<file path="config.mk">
export PLATFORM = sky130hd
export DESIGN_NAME = mat_vec_loader
export DESIGN_NICKNAME = d
export VERILOG_FILES = /design/src/rtl/mat_vec_loader.sv
export SDC_FILE = /design/constraint.sdc
export NUM_CORES = 1
export LEC_CHECK = 0
export CAP_MARGIN = 20
export CELL_PAD_IN_SITES_DETAIL_PLACEMENT = 0
export CELL_PAD_IN_SITES_GLOBAL_PLACEMENT = 2
export CORE_UTILIZATION = 43
export CTS_BUF_LIST = sky130_fd_sc_hd__clkbuf_16
export CTS_CLUSTER_DIAMETER = 80
export CTS_CLUSTER_SIZE = 25
export DETAILED_ROUTE_END_ITERATION = 12
export PLACE_DENSITY = 0.9
export SLEW_MARGIN = 10
export SYNTH_ARGS = -nofsm -noshare
export SYNTH_HDL_FRONTEND = slang
export SYNTH_SLANG_ARGS = --single-unit
</file>
<file path="constraint.sdc">
create_clock -name clk -period 4.6 [get_ports clk]
set_clock_uncertainty 0.05 [all_clocks]
set_input_delay 1.38 -clock clk [delete_from_list [all_inputs] [get_ports clk]]
set_output_delay 1.38 -clock clk [all_outputs]
set_load 0.1 [all_outputs]
</file>
<file path="src/rtl/mat_vec_loader.sv">
// Feeder for the 8x8 MAC array. Reads matrix A one row per word, then vector
// B, into a local byte buffer. It then replays the buffer column by column
// into the A-row FIFOs and the B FIFO.
//
// state  | meaning
// S_IDLE | waiting for start; base address latched on accept
// S_REQ  | read request for word `row` outstanding on the bus
// S_WAIT | request accepted, waiting for readdatavalid
// S_PUSH | one column per beat to the FIFOs, stalls on fifo_full
// S_DONE | one-cycle done pulse
module mat_vec_loader #(
   parameter int DATA_WIDTH = 8,
   parameter int DIM        = 8,
   parameter int ADDR_WIDTH = 32
) (
   input  logic                      clk,
   input  logic                      rst,
   input  logic                      start,
   input  logic [ADDR_WIDTH-1:0]     base_addr,
   output logic                      busy,
   output logic                      done,
   output logic [ADDR_WIDTH-1:0]     mem_address,
   output logic                      mem_read,
   input  logic                      mem_waitrequest,
   input  logic [DIM*DATA_WIDTH-1:0] mem_readdata,
   input  logic                      mem_readdatavalid,
   input  logic                      fifo_full,
   output logic                      a_wren,
   output logic                      b_wren,
   output logic [DATA_WIDTH-1:0]     a_fifo_in [DIM],
   output logic [DATA_WIDTH-1:0]     b_fifo_in
);

   localparam int ROW_W = $clog2(DIM + 1);
   localparam int COL_W = (DIM > 1) ? $clog2(DIM) : 1;

   typedef enum logic [2:0] {S_IDLE, S_REQ, S_WAIT, S_PUSH, S_DONE} state_t;

   state_t                  state_q, state_d;
   logic [ROW_W-1:0]        row_q;
   logic [COL_W-1:0]        col_q;
   logic [ADDR_WIDTH-1:0]   base_q;
   logic [DATA_WIDTH-1:0]   mat_buf [DIM][DIM];
   logic [DATA_WIDTH-1:0]   b_buf [DIM];
   logic                    row_last;
   logic                    col_last;

   // Row DIM is the extra word that carries vector B.
   assign row_last = (row_q == ROW_W'(DIM));
   assign col_last = (col_q == COL_W'(DIM - 1));

   // Next-state decode.
   always_comb begin
      state_d = state_q;
      case (state_q)
         S_IDLE: if (start) state_d = S_REQ;
         S_REQ:  if (!mem_waitrequest) state_d = S_WAIT;
         S_WAIT: if (mem_readdatavalid) state_d = row_last ? S_PUSH : S_REQ;
         S_PUSH: if (!fifo_full && col_last) state_d = S_DONE;
         S_DONE: state_d = S_IDLE;
         default: state_d = S_IDLE;
      endcase
   end

   // State, counters, latched address and the read buffer.
   always_ff @(posedge clk) begin
      if (rst) begin
         state_q <= S_IDLE;
         row_q   <= '0;
         col_q   <= '0;
         base_q  <= '0;
         for (int i = 0; i < DIM; i++) begin
            b_buf[i] <= '0;
            for (int j = 0; j < DIM; j++) mat_buf[i][j] <= '0;
         end
      end else begin
         state_q <= state_d;
         case (state_q)
            S_IDLE: begin
               if (start) begin
                  base_q <= base_addr;
                  row_q  <= '0;
               end
            end
            S_WAIT: begin
               if (mem_readdatavalid) begin
                  if (row_last) begin
                     for (int j = 0; j < DIM; j++)
                        b_buf[j] <= mem_readdata[j*DATA_WIDTH +: DATA_WIDTH];
                     col_q <= '0;
                  end else begin
                     for (int j = 0; j < DIM; j++)
                        mat_buf[row_q[COL_W-1:0]][j] <= mem_readdata[j*DATA_WIDTH +: DATA_WIDTH];
                     row_q <= row_q + 1'b1;
                  end
               end
            end
            S_PUSH: begin
               if (!fifo_full) col_q <= col_q + 1'b1;
            end
            default: ;
         endcase
      end
   end

   // Column transpose: FIFO i gets A[i][col]; the B FIFO gets B[col].
   always_comb begin
      for (int i = 0; i < DIM; i++) a_fifo_in[i] = mat_buf[i][col_q];
      b_fifo_in = b_buf[col_q];
   end

   assign busy        = (state_q != S_IDLE);
   assign done        = (state_q == S_DONE);
   assign mem_read    = (state_q == S_REQ);
   assign mem_address = base_q + ADDR_WIDTH'(row_q);
   assign a_wren      = (state_q == S_PUSH) && !fifo_full;
   assign b_wren      = a_wren;

endmodule
</file>
## Word level (Yosys, flattened, before mapping)

Memory sizes are Yosys's and may differ from the RTL's. A register that Yosys moved wholly into a read port is not among the register bits.
Cells that the tools add are included.

| storage, ports and cells | value |
|---|---|
| register bits after elaboration | 42 |
| bits in writable memories | 576 |
| input port bits | 102 |
| output and inout port bits | 109 |
| word-level logic and storage cells | 107 |
| memories kept | 2 |

Memories:

| memory | words | width | rd ports | clocked after Yosys merged registers in | wr ports | line | RTL |
|---|---|---|---|---|---|---|---|
| mat_buf | 8 | 64 | 8 | 0 | 8 | 43 | `logic [DATA_WIDTH-1:0] mat_buf [DIM][DIM];` |
| b_buf | 8 | 8 | 1 | 1 | 8 | 44 | `logic [DATA_WIDTH-1:0] b_buf [DIM];` |

| operators by class | value |
|---|---|
| add/sub/neg operators | 3 |
| magnitude comparators | 1 |
| equal/unequal tests | 13 |
| muxes and demuxes | 63 |
| bitwise operators | 9 |
| reductions and logical operators | 12 |

Operators by type and width:

| operator | count |
|---|---|
| binary-select mux 8 bit (select 3 bit) | 8 |
| two-way mux 8 bit | 24 |
| two-way mux 64 bit | 1 |
| OR reduction 64 bit | 1 |
| adder 32 x 4 -> 32 bit | 1 |
| two-way mux 3 bit | 10 |
| != test 2 bit (second input constant) | 7 |
| two-way mux 1 bit | 13 |
| two-way mux 4 bit | 3 |
| case mux 3 bit (4 select lines) | 1 |
| AND reduction 4 bit | 3 |
| OR 1 bit | 8 |
| case mux 4 bit (2 select lines) | 1 |
| equality test 3 x 2 -> 1 bit (second input constant) | 2 |
| equality test 3 bit (second input constant) | 2 |
| case mux 3 bit (2 select lines) | 1 |
| adder 4 x 1 -> 4 bit (second input constant) | 1 |
| equality test 4 bit (second input constant) | 1 |
| greater-or-equal comparator 4 bit (second input constant) | 1 |
| NOT 3 -> 4 bit | 1 |
| nonzero test 2 bit | 2 |
| adder 3 x 1 -> 3 bit (second input constant) | 1 |
| equality test 3 x 1 -> 1 bit (second input constant) | 1 |
| zero test 3 bit | 1 |
| 5 further kinds | 6 |

## Depth between registers and ports, before layout

| logic depth | value |
|---|---|
| depth in word-level cells | 8 |
| gate-level depth with buffers | 9 |
| mapped depth without buffers | 6 |

## Worst setup path after synthesis

No wires, ideal clock.

| timing path | value |
|---|---|
| path kind | reg-to-output |
| from | reg row_q[0] |
| to | out mem_address[8] |
| arrival time | 3.029 ns |
| required time | 3.170 ns |
| setup slack | 0.141 ns |
| cell stages (with the launch flop) | 7 |
| buffers on the path | 0 |
| cells stage by stage | dfxtp_1 -> ha_1 -> fa_1 -> a211oi_1 -> nor2_1 -> and3_1 -> xor2_1 |

| between the ends | value |
|---|---|
| cells in the longest elaborated chain, start to end | 1 |

Ends and longest elaborated chain:

| item | line | RTL |
|---|---|---|
| from (decl) | 40 | `logic [ROW_W-1:0] row_q;` |
| from (signal assigned) | 94 | `row_q <= row_q + 1'b1;` |
| adder 32 x 4 -> 32 bit | 115 | `assign mem_address = base_q + ADDR_WIDTH'(row_q);` |
| to (decl) | 22 | `output logic [ADDR_WIDTH-1:0] mem_address,` |

Every way passes these cells.

## Worst setup path in the final report

Same ends and word-level chain as after synthesis.

==> impl_metrics.json <==
{
  "status": "completed",
  "initial_utilization": 0.436,
  "numPortBuffers": 210,
  "synth_edf_count": 576,
  "path_clk_slew_ns": 0.09,
  "grt_remaining_overflow": 0,
  "insertion_delay_ns": 0.57,
  "ioPinCount": 211,
  "hold_path.class": "reg2reg",
  "die_w_microns": 258,
  "p_per_area_nw_per_um2": 343,
  "cp-start-kind": "flip-flop",
  "yosys_register_bits": 621,
  "htreeDepth": 2,
  "synth.distinct_cells": 49,
  "async_reset_ff_frac": 0,
  "ys.flop_type": "edfxtp_1",
  "cts.sinks": 621,
  "reg2reg_from": "row_q[1]",
  "power.leakage_nw": 11.5,
  "row_count": 93,
  "worstHoldStart": "base_q[0]",
  "syn2layout_area_growth_pct": 15.7,
  "slew_violations": 0,
  "via_per_inst": 5.61,
  "wl_per_cell_microns": 25.1,
  "cts-root-buf": "clkbuf_16",
  "crit_chain": "ha_1 > fa_1 > a211oi_1 > nor2_2 > and3_1 > xor2_1 > buf_4",
  "cp.buffers_inverters": 1,
  "vias": 16000,
  "syn-instance-count": 1822,
  "finalWirelength_mm": 71.8,
  "syn_nets": 1933,
  "pre_cts_ws_ns": 0.457,
  "critPathTopFamily": "adder cells",
  "antenna_found_initial": 24,
  "grt_max_degree": 67,
  "ctsHoldBuffers": 0,
  "worstPathMaxFanout": 9,
  "avgSynthCellArea_sq_um": 15.4,
  "max_freq_mhz": 236,
  "hold_slack_ns": 0.410,
  "dpl-instance-area_sq_um": 31400,
  "dp.cells": 2800,
  "synth_top_cell_area_share": 0.615,
  "cts_tree": "built",
  "ir_drop_uv": 216,
  "r2r_slack_ns": 1.58,
  "grt_pass1_wl_mm": 104,
  "clk_path_buf_depth": 3,
  "tns_ns": 0,
  "grt_util_all_layers": 0.216,
  "synth-seq-area-share": 0.647,
  "hpwl_mm": 47.4,
  "synthDominantAreaCellType": "edfxtp_1",
  "drt_iter0_drc": 1693,
  "crit_required_ns": 3.17,
  "stdcell_count": 2859,
  "gp_congestion": 0.801,
  "drc_errors": 0,
  "first_pass_iters": 5,
  "r2r_cells": 7,
  "crit_start": "row_q[0]",
  "crit_path_top_delay_cell": "fa_1",
  "ant_nets": 0,
  "core_area_sq_um": 64500,
  "dieHeight_microns": 258,
  "worst_slew_pin_slew_ns": 1.01,
  "path_class": "reg2out",
  "final_area_sq_um": 32500,
  "r2r-end": "mat_buf[3][14]",
  "drive_gt1_frac": 0.219,
  "hold_viol_final": 0,
  "setup_slack_ns": 0.362,
  "synth_area_sq_um": 28100,
  "maxSlewHeadroom": 0.323,
  "first_global_vias": 15700,
  "cp_data_arrival_time_ns": 2.81,
  "synth_most_common_cell": "edfxtp_1",
  "setup_viol": 0,
  "rsz0062_at_grt": "no",
  "cp-end-kind": "output port",
  "synthTopCellsByCount": "576 x edfxtp_1, 562 x and2_1, 144 x mux4_2",
  "crit_end": "mem_address[8]",
  "max_stage_delay_ns": 0.43,
  "min_period_ns": 4.24,
  "critical_path_depth": 7,
  "fp.dieArea_sq_um": 66400,
  "yosysWarnings": 0,
  "cts_buffers": 34,
  "drv_cap": 0,
  "fin_nets": 2093,
  "synthTopCellsByArea": "edfxtp_1 62%, and2_1 13%, mux4_2 12%, dfxtp_1 3.2%, mux2_2 2.9%",
  "period_share": 0.921
}
## state kept, by name, indices dropped and copies added (netlist names), named ones only
signal,flops
col_q,3
row_q,4
base_q,32
state_q,3
b_buf,64
mat_buf,512
## cells in the final DEF, fill, tap and decap left out, types with 4 or more instances in the layout
master	instances
xnor2_1	26
nand4_1	17
clkbuf_16	35
mux4_2	144
nor2_4	5
a21oi_1	39
nor2b_1	19
and2_1	562
or2_2	9
ha_1	8
nor2_1	12
nand2_1	79
buf_4	93
nor3_1	10
nand3_1	18
clkinv_8	4
clkdlybuf4s50_1	101
and3_1	7
edfxtp_1	576
nand2b_1	4
inv_1	11
xor2_1	4
dfxtp_1	42
buf_12	52
mux2_2	72
## per-stage QoR
step	power (mW)	utilization
after floorplan	7.37	-
after global placement	7.89	0.487
after detailed placement	7.92	0.487
after CTS	11.2	0.504
after global routing	11.4	0.504
final	11.2	0.504
## layer usage
metal	GRT usage	share of wire
met5	0	0
met4	0.0534	0.021
met3	0.0222	0.081
met2	0.360	0.49
met1	0.304	0.41
## report_power, final
part | internal (mW) | switching (mW) | total [mW]
Combinational | 0.410 | 0.922 | 1.33
Sequential | 6.36 | 0.0902 | 6.46
Clock | 1.50 | 1.88 | 3.37
## worst min-delay path by stage
| stage | to | slack, ns | cells past startpoint |
|---|---|---|---|
| final | base_q[0] | 0.41 | 2 |
| after global routing | base_q[0] | 0.43 | 2 |
| after CTS | base_q[0] | 0.41 | 2 |
| after detailed placement | base_q[0] | 0.40 | 2 |
| after global placement | base_q[0] | 0.40 | 2 |
| after floorplan | base_q[0] | 0.39 | 2 |
## kinds of logic after synthesis
group                      share of synthesized area
and+or+nand+nor                                0.161
DFF                                            0.647
muxes                                          0.145
buffers and inverters                         0.0220
AOI/OAI and AO/OA                             0.0110
xor gates and xnor gates                     0.00935
adders and majority gates                    0.00427
## worst min-delay path, delay by kind of cell (launching register included)
| kind | cells | cell delay (ns) |
|---|---|---|
| flip-flops | 1 | 0.32 |
| AND/OR/NAND/NOR | 1 | 0.05 |
| AO/OA/AOI/OAI | 1 | 0.05 |
## what timing repair did
item / 4_1_cts / 5_1_grt
setup buffers: 0 / 0
setup endpoints to repair: 0 / 4
gates resized for setup: 0 / 1
## area by class of cell
| cell class | instances | area [sq um] |
|---|---|---|
| sequential | 621 | 18200 |
| multi-input combinational | 1071 | 9360 |
| antenna | 3 | 7.51 |
| clock inverter | 20 | 189 |
| clock buffer | 35 | 876 |
| timing repair buffer | 248 | 2780 |
| inverter | 6 | 22.5 |
| tap | 855 | 1070 |
| fill | 5436 | 32000 |
Note: power is estimated with default switching activity, not from simulation.
